File: config.mk
export PLATFORM = sky130hd
export DESIGN_NAME = audio_i2s_tx
export DESIGN_NICKNAME = d
export VERILOG_FILES = /design/src/rtl/audio_i2s_tx.sv
export SDC_FILE = /design/constraint.sdc
export NUM_CORES = 1
export LEC_CHECK = 0
export CORE_ASPECT_RATIO = 1.2
export CORE_UTILIZATION = 54
export DETAILED_ROUTE_END_ITERATION = 7
export GPL_TIMING_DRIVEN = 0
export HOLD_SLACK_MARGIN = 0.15
export PLACE_DENSITY = 0.91
export SETUP_SLACK_MARGIN = 0.02
export SYNTH_ARGS = -nofsm -noshare
export SYNTH_HDL_FRONTEND = slang
export SYNTH_SLANG_ARGS = --single-unit
File: constraint.sdc
create_clock -name clk -period 3.9 [get_ports clk]
set_clock_uncertainty 0.2 [all_clocks]
set_input_delay 0.78 -clock clk [delete_from_list [all_inputs] [get_ports clk]]
set_output_delay 0.78 -clock clk [all_outputs]
set_load 0.01 [all_outputs]
File: src/rtl/audio_i2s_tx.sv
// -----------------------------------------------------------------------------
// audio_i2s_tx
// Philips I2S transmitter for a signed 16-bit stereo pair. BCLK and LRCK are
// derived from clk by a half-period divider. Both channels are captured at the
// start of every 32-slot frame and shifted out MSB-first. LRCK leads each word
// by one BCLK.
//
// Parameters:
//   BCLK_HALF  clk cycles per BCLK half-period (>= 1)
// Ports:
//   clk        in   system clock, rising edge
//   reset_n    in   asynchronous active-low reset
//   audio_l    in   16-bit signed left sample
//   audio_r    in   16-bit signed right sample
//   mute       in   load zeros instead of samples at capture
//   i2s_bclk   out  bit clock (DAC samples on its rising edge)
//   i2s_lrck   out  word select, 0 = left, 1 = right
//   i2s_data   out  serial data, changes only on BCLK falling edges
//   sample_req out  one-clk pulse when a new L/R pair is captured
// -----------------------------------------------------------------------------
module audio_i2s_tx #(
  parameter int BCLK_HALF = 4
) (
  input  logic        clk,
  input  logic        reset_n,
  input  logic [15:0] audio_l,
  input  logic [15:0] audio_r,
  input  logic        mute,
  output logic        i2s_bclk,
  output logic        i2s_lrck,
  output logic        i2s_data,
  output logic        sample_req
);

  localparam int CW = (BCLK_HALF > 1) ? $clog2(BCLK_HALF) : 1;
  localparam logic [CW-1:0] DIV_TC = CW'(BCLK_HALF - 1);

  logic [CW-1:0] div_cnt_r;
  logic          bclk_r;
  logic          lrck_r;
  logic          data_r;
  logic          req_r;
  logic [4:0]    slot_r;
  logic [31:0]   sh_r;

  logic [CW-1:0] div_nxt_s;
  logic          bclk_nxt_s;
  logic          lrck_nxt_s;
  logic          data_nxt_s;
  logic          req_nxt_s;
  logic [4:0]    slot_nxt_s;
  logic [31:0]   sh_nxt_s;

  // Next-state: divider, slot advance on BCLK fall, capture and serial outputs.
  always_comb begin
    div_nxt_s  = div_cnt_r + CW'(1);
    bclk_nxt_s = bclk_r;
    lrck_nxt_s = lrck_r;
    data_nxt_s = data_r;
    req_nxt_s  = 1'b0;
    slot_nxt_s = slot_r;
    sh_nxt_s   = sh_r;
    if (div_cnt_r == DIV_TC) begin
      div_nxt_s  = '0;
      bclk_nxt_s = ~bclk_r;
      if (bclk_r) begin
        // Fall event: step into the next slot.
        slot_nxt_s = slot_r + 5'd1;
        if (slot_nxt_s == 5'd0) begin
          sh_nxt_s  = mute ? 32'h0000_0000 : {audio_l, audio_r};
          req_nxt_s = 1'b1;
        end else begin
          sh_nxt_s  = sh_r;
          req_nxt_s = 1'b0;
        end
        // Slot s carries sh[31-s]; slot 0 uses the freshly captured word.
        data_nxt_s = sh_nxt_s[~slot_nxt_s];
        // LRCK leads each word's MSB by one slot.
        lrck_nxt_s = (slot_nxt_s >= 5'd15) && (slot_nxt_s <= 5'd30);
      end else begin
        slot_nxt_s = slot_r;
        data_nxt_s = data_r;
        lrck_nxt_s = lrck_r;
      end
    end else begin
      bclk_nxt_s = bclk_r;
    end
  end

  // State and output registers.
  always_ff @(posedge clk or negedge reset_n) begin
    if (!reset_n) begin
      div_cnt_r <= '0;
      bclk_r    <= 1'b0;
      lrck_r    <= 1'b0;
      data_r    <= 1'b0;
      req_r     <= 1'b0;
      slot_r    <= 5'd31;
      sh_r      <= 32'h0000_0000;
    end else begin
      div_cnt_r <= div_nxt_s;
      bclk_r    <= bclk_nxt_s;
      lrck_r    <= lrck_nxt_s;
      data_r    <= data_nxt_s;
      req_r     <= req_nxt_s;
      slot_r    <= slot_nxt_s;
      sh_r      <= sh_nxt_s;
    end
  end

  assign i2s_bclk   = bclk_r;
  assign i2s_lrck   = lrck_r;
  assign i2s_data   = data_r;
  assign sample_req = req_r;

endmodule

==> results.py <==
metrics = {
    "route": {
        "vias_per_cell": 5.731,
        "wl_mm": 5.894,
        "vias": 2109,
        "wl_per_cell_um": 16.02,
        "detail-route-antenna-nets": 0,
        "drtIter0Drc": 139,
        "drc": 0,
        "drt_first_pass_iters": 4,
    },
    "cts": {
        "clkLatencyLatePin_ns": 0.30,
        "hold_buffers": 0,
        "cts-root-buf": "clkbuf_8",
        "cts_made_buffers": 5,
        "cts_max_path_buffers": 2,
        "clkSinkCount": 43,
        "cts_tree": "built",
        "cts-htree-levels": 2,
        "post_cts.repair.setup_buffers": 0,
        "clkTransAtPathRegs_ns": 0.08,
        "post_cts_resized": 0,
    },
    "global_routing": {
        "grt_pass1_vias": 2110,
        "grt_overflow_total": 0,
        "antenna_found_initial": 0,
        "track_usage": 0.2568,
        "grt_max_degree": 25,
        "grt_pass1_wl_mm": 9.798,
    },
    "min_path": {
        "hold_path_class": "in2async",
    },
    "yosys": {
        "ys.flop_type": "dfrtp_1",
        "async_flop_share": 1.000,
        "netlist_instances": 266,
        "ys_seq_elements": 43,
        "yosysUniqueCellTypes": 49,
        "yosysSeqAreaShare": 0.4293,
        "avgSynthCellArea_um2": 9.478,
        "synth_edf_count": 0,
        "syn_area_um2": 2521,
        "yosysWarnings": 0,
        "syn_nets": 306,
    },
    "sta": {
        "timing.final.crit_share": 0.8596,
        "hold_viol": 0,
        "timing.slew.headroom": 0.6740,
        "rsz0062_at_grt": "false",
        "finalSetupTns_ns": 0,
        "fmax_mhz": 298.3,
        "finalCriticalPeriod_ns": 3.352,
        "setup_viol": 0,
        "slew_viol_final": 0,
        "worst-slew-pin-transition_ns": 0.4766,
        "setup_ws_ns": 0.5476,
    },
    "setup_path": {
        "rrSetupSlack_ns": 0.55,
        "worst_path_max_delay_cell": "dfstp_2",
        "crit_fanout": 10,
        "r2r_start": "slot_r[0]",
        "reg2reg_to": "i2s_data",
        "critPathLaunchType": "flip-flop",
        "crit_type": "reg2reg",
        "crit_top_cell": "buf_2",
        "worstSetupEndpointType": "flip-flop",
        "cp_cell_sequence": "buf_4, inv_1, ha_1, buf_2, buf_2, mux2i_1, nor3_1, a2111oi_0, o211a_1, o221ai_2",
        "arrival_ns": 3.33,
        "critPathRequiredTime_ns": 3.87,
        "critPathMaxStageDelay_ns": 0.57,
        "r2r_cells": 10,
    },
    "placed_design": {
        "io_buffers": 37,
        "place_hpwl_mm": 4.258,
        "gp_congestion": 0.8710,
        "pre_cts_slack_ns": 0.6251,
        "dp_cells": 360,
        "post_dp_cell_area_um2": 2984,
    },
    "floorplanning": {
        "start_util": 0.5784,
        "core_um2": 4359,
        "die_w_um": 64.38,
        "rows": 26,
        "ioPinCount": 39,
        "die_y_um": 76.85,
        "die_area_um2": 4947,
    },
    "power": {
        "p_total_uw": 828.8,
        "power_leakage_uw": 0.001318,
        "p_per_area_nw_per_um2": 268.7,
        "ir_worst_vdd_mv": 0.2137,
    },
    "final_layout": {
        "finalNetCount": 351,
        "antenna_cells": 0,
        "fin_cells": 368,
        "num-fill-cells": 341,
        "drive_gt1_frac": 0.1442,
        "final_area_um2": 3084,
        "area_growth_pct": 22.33,
    },
    "flow_run": {
        "max_cap_violations": 0,
    },
    "run_status": {
        "status": "finished, final reports clean",
    },
}
[through the flow]
step	utilization	hold slack (ns)
CTS	0.7075	0.2397
global route	0.7075	0.2675
floorplan	-	0.2031
detailed placement	0.6846	0.2280
finish	0.7075	0.2287
global placement	0.6794	0.2140
[worst max path at each step]
stage | start | to | slack [ns] | cells after the start
after floorplan | slot_r[0] | i2s_data | 1.14 | 11
after global placement | slot_r[0] | i2s_data | 0.67 | 10
after detailed placement | slot_r[0] | i2s_data | 0.63 | 10
after CTS | slot_r[0] | i2s_data | 0.59 | 10
after global routing | slot_r[0] | i2s_data | 0.38 | 10
final | slot_r[0] | i2s_data | 0.55 | 10
[registers in the layout (all words and copies together) (netlist names)]
| name | cells |
|---|---|
| sh_r | 32 |
| div_cnt_r | 2 |
| i2s_lrck | 1 |
| i2s_bclk | 1 |
| i2s_data | 1 |
| sample_req | 1 |
| slot_r | 5 |
[Yosys cell counts (5+ instances only)]
cell,instances,area share
buf_2,8,0.016
mux2i_1,8,0.032
nor2_1,9,0.013
nand2_1,39,0.058
nor3_1,6,0.012
a21oi_1,7,0.014
nand2b_1,32,0.079
xor2_1,6,0.021
mux2_2,6,0.027
nand3_1,5,0.0099
dfrtp_1,38,0.38
ha_1,5,0.025
o21ai_1,10,0.020
dfstp_2,5,0.052
clkbuf_1,7,0.010
o21ai_0,28,0.056
[area by class of cell]
class | count | area (um^2) | share of cell area
buffer | 21 | 112.6 | 0.03651
clock buffer | 8 | 100.1 | 0.03245
inverter | 4 | 15.01 | 0.004868
multi-input combinational | 198 | 1311 | 0.4252
sequential | 43 | 1082 | 0.3509
tap | 56 | 70.07 | 0.02272
timing repair buffer | 38 | 392.9 | 0.1274
[cell families (layout without fill, tap and decap cells)]
group / count (synthesis) / in the layout / synth area share
xor+xnor: 11 / 11 / 0.04417
buf+inv: 25 / 71 / 0.05062
flops: 43 / 43 / 0.4293
compound gates: 61 / 61 / 0.1528
mux: 17 / 17 / 0.08536
fa+ha+maj: 5 / 5 / 0.02481
simple gates: 104 / 104 / 0.2129
[power by group]
group          internal, uW  total [uW]  leakage (uW)  switching (uW)
clock                   162         314     0.0000515             152
sequential              446         446      0.000412               0
combinational          41.6        68.9      0.000855            27.4
total                   649         829       0.00132             180
[layer usage]
layer,global-route usage,share of wire,vias up
li1,-,-,1009
met1,0.3210,0.41,1016
met2,0.4442,0.53,70
met3,0.04018,0.040,14
met4,0.08889,0.019,0
met5,0,0,-
[critical path: cells and delay by family, from the launching register on]
family | cells | cell delay [ns]
buffers and inverters | 4 | 0.92
AO/OA/AOI/OAI | 3 | 0.87
flip-flops | 1 | 0.57
adder cells (fa/ha/maj) | 1 | 0.30
multiplexers | 1 | 0.28
AND/OR/NAND/NOR | 1 | 0.07
[placed cells by master (no fill, tap or decap), drive strengths merged, types with 4 or more instances in the layout]
cell,n
ha,5
o21ai,38
mux2,6
clkdlybuf4s50,36
a21oi,7
dfstp,5
dfrtp,38
nand2,40
inv,4
nand3,5
clkbuf,16
nor3,6
xnor2,4
mux2i,8
xor2,7
nand2b,32
nor2,9
buf,15
(Power assumes the default switching activity.)
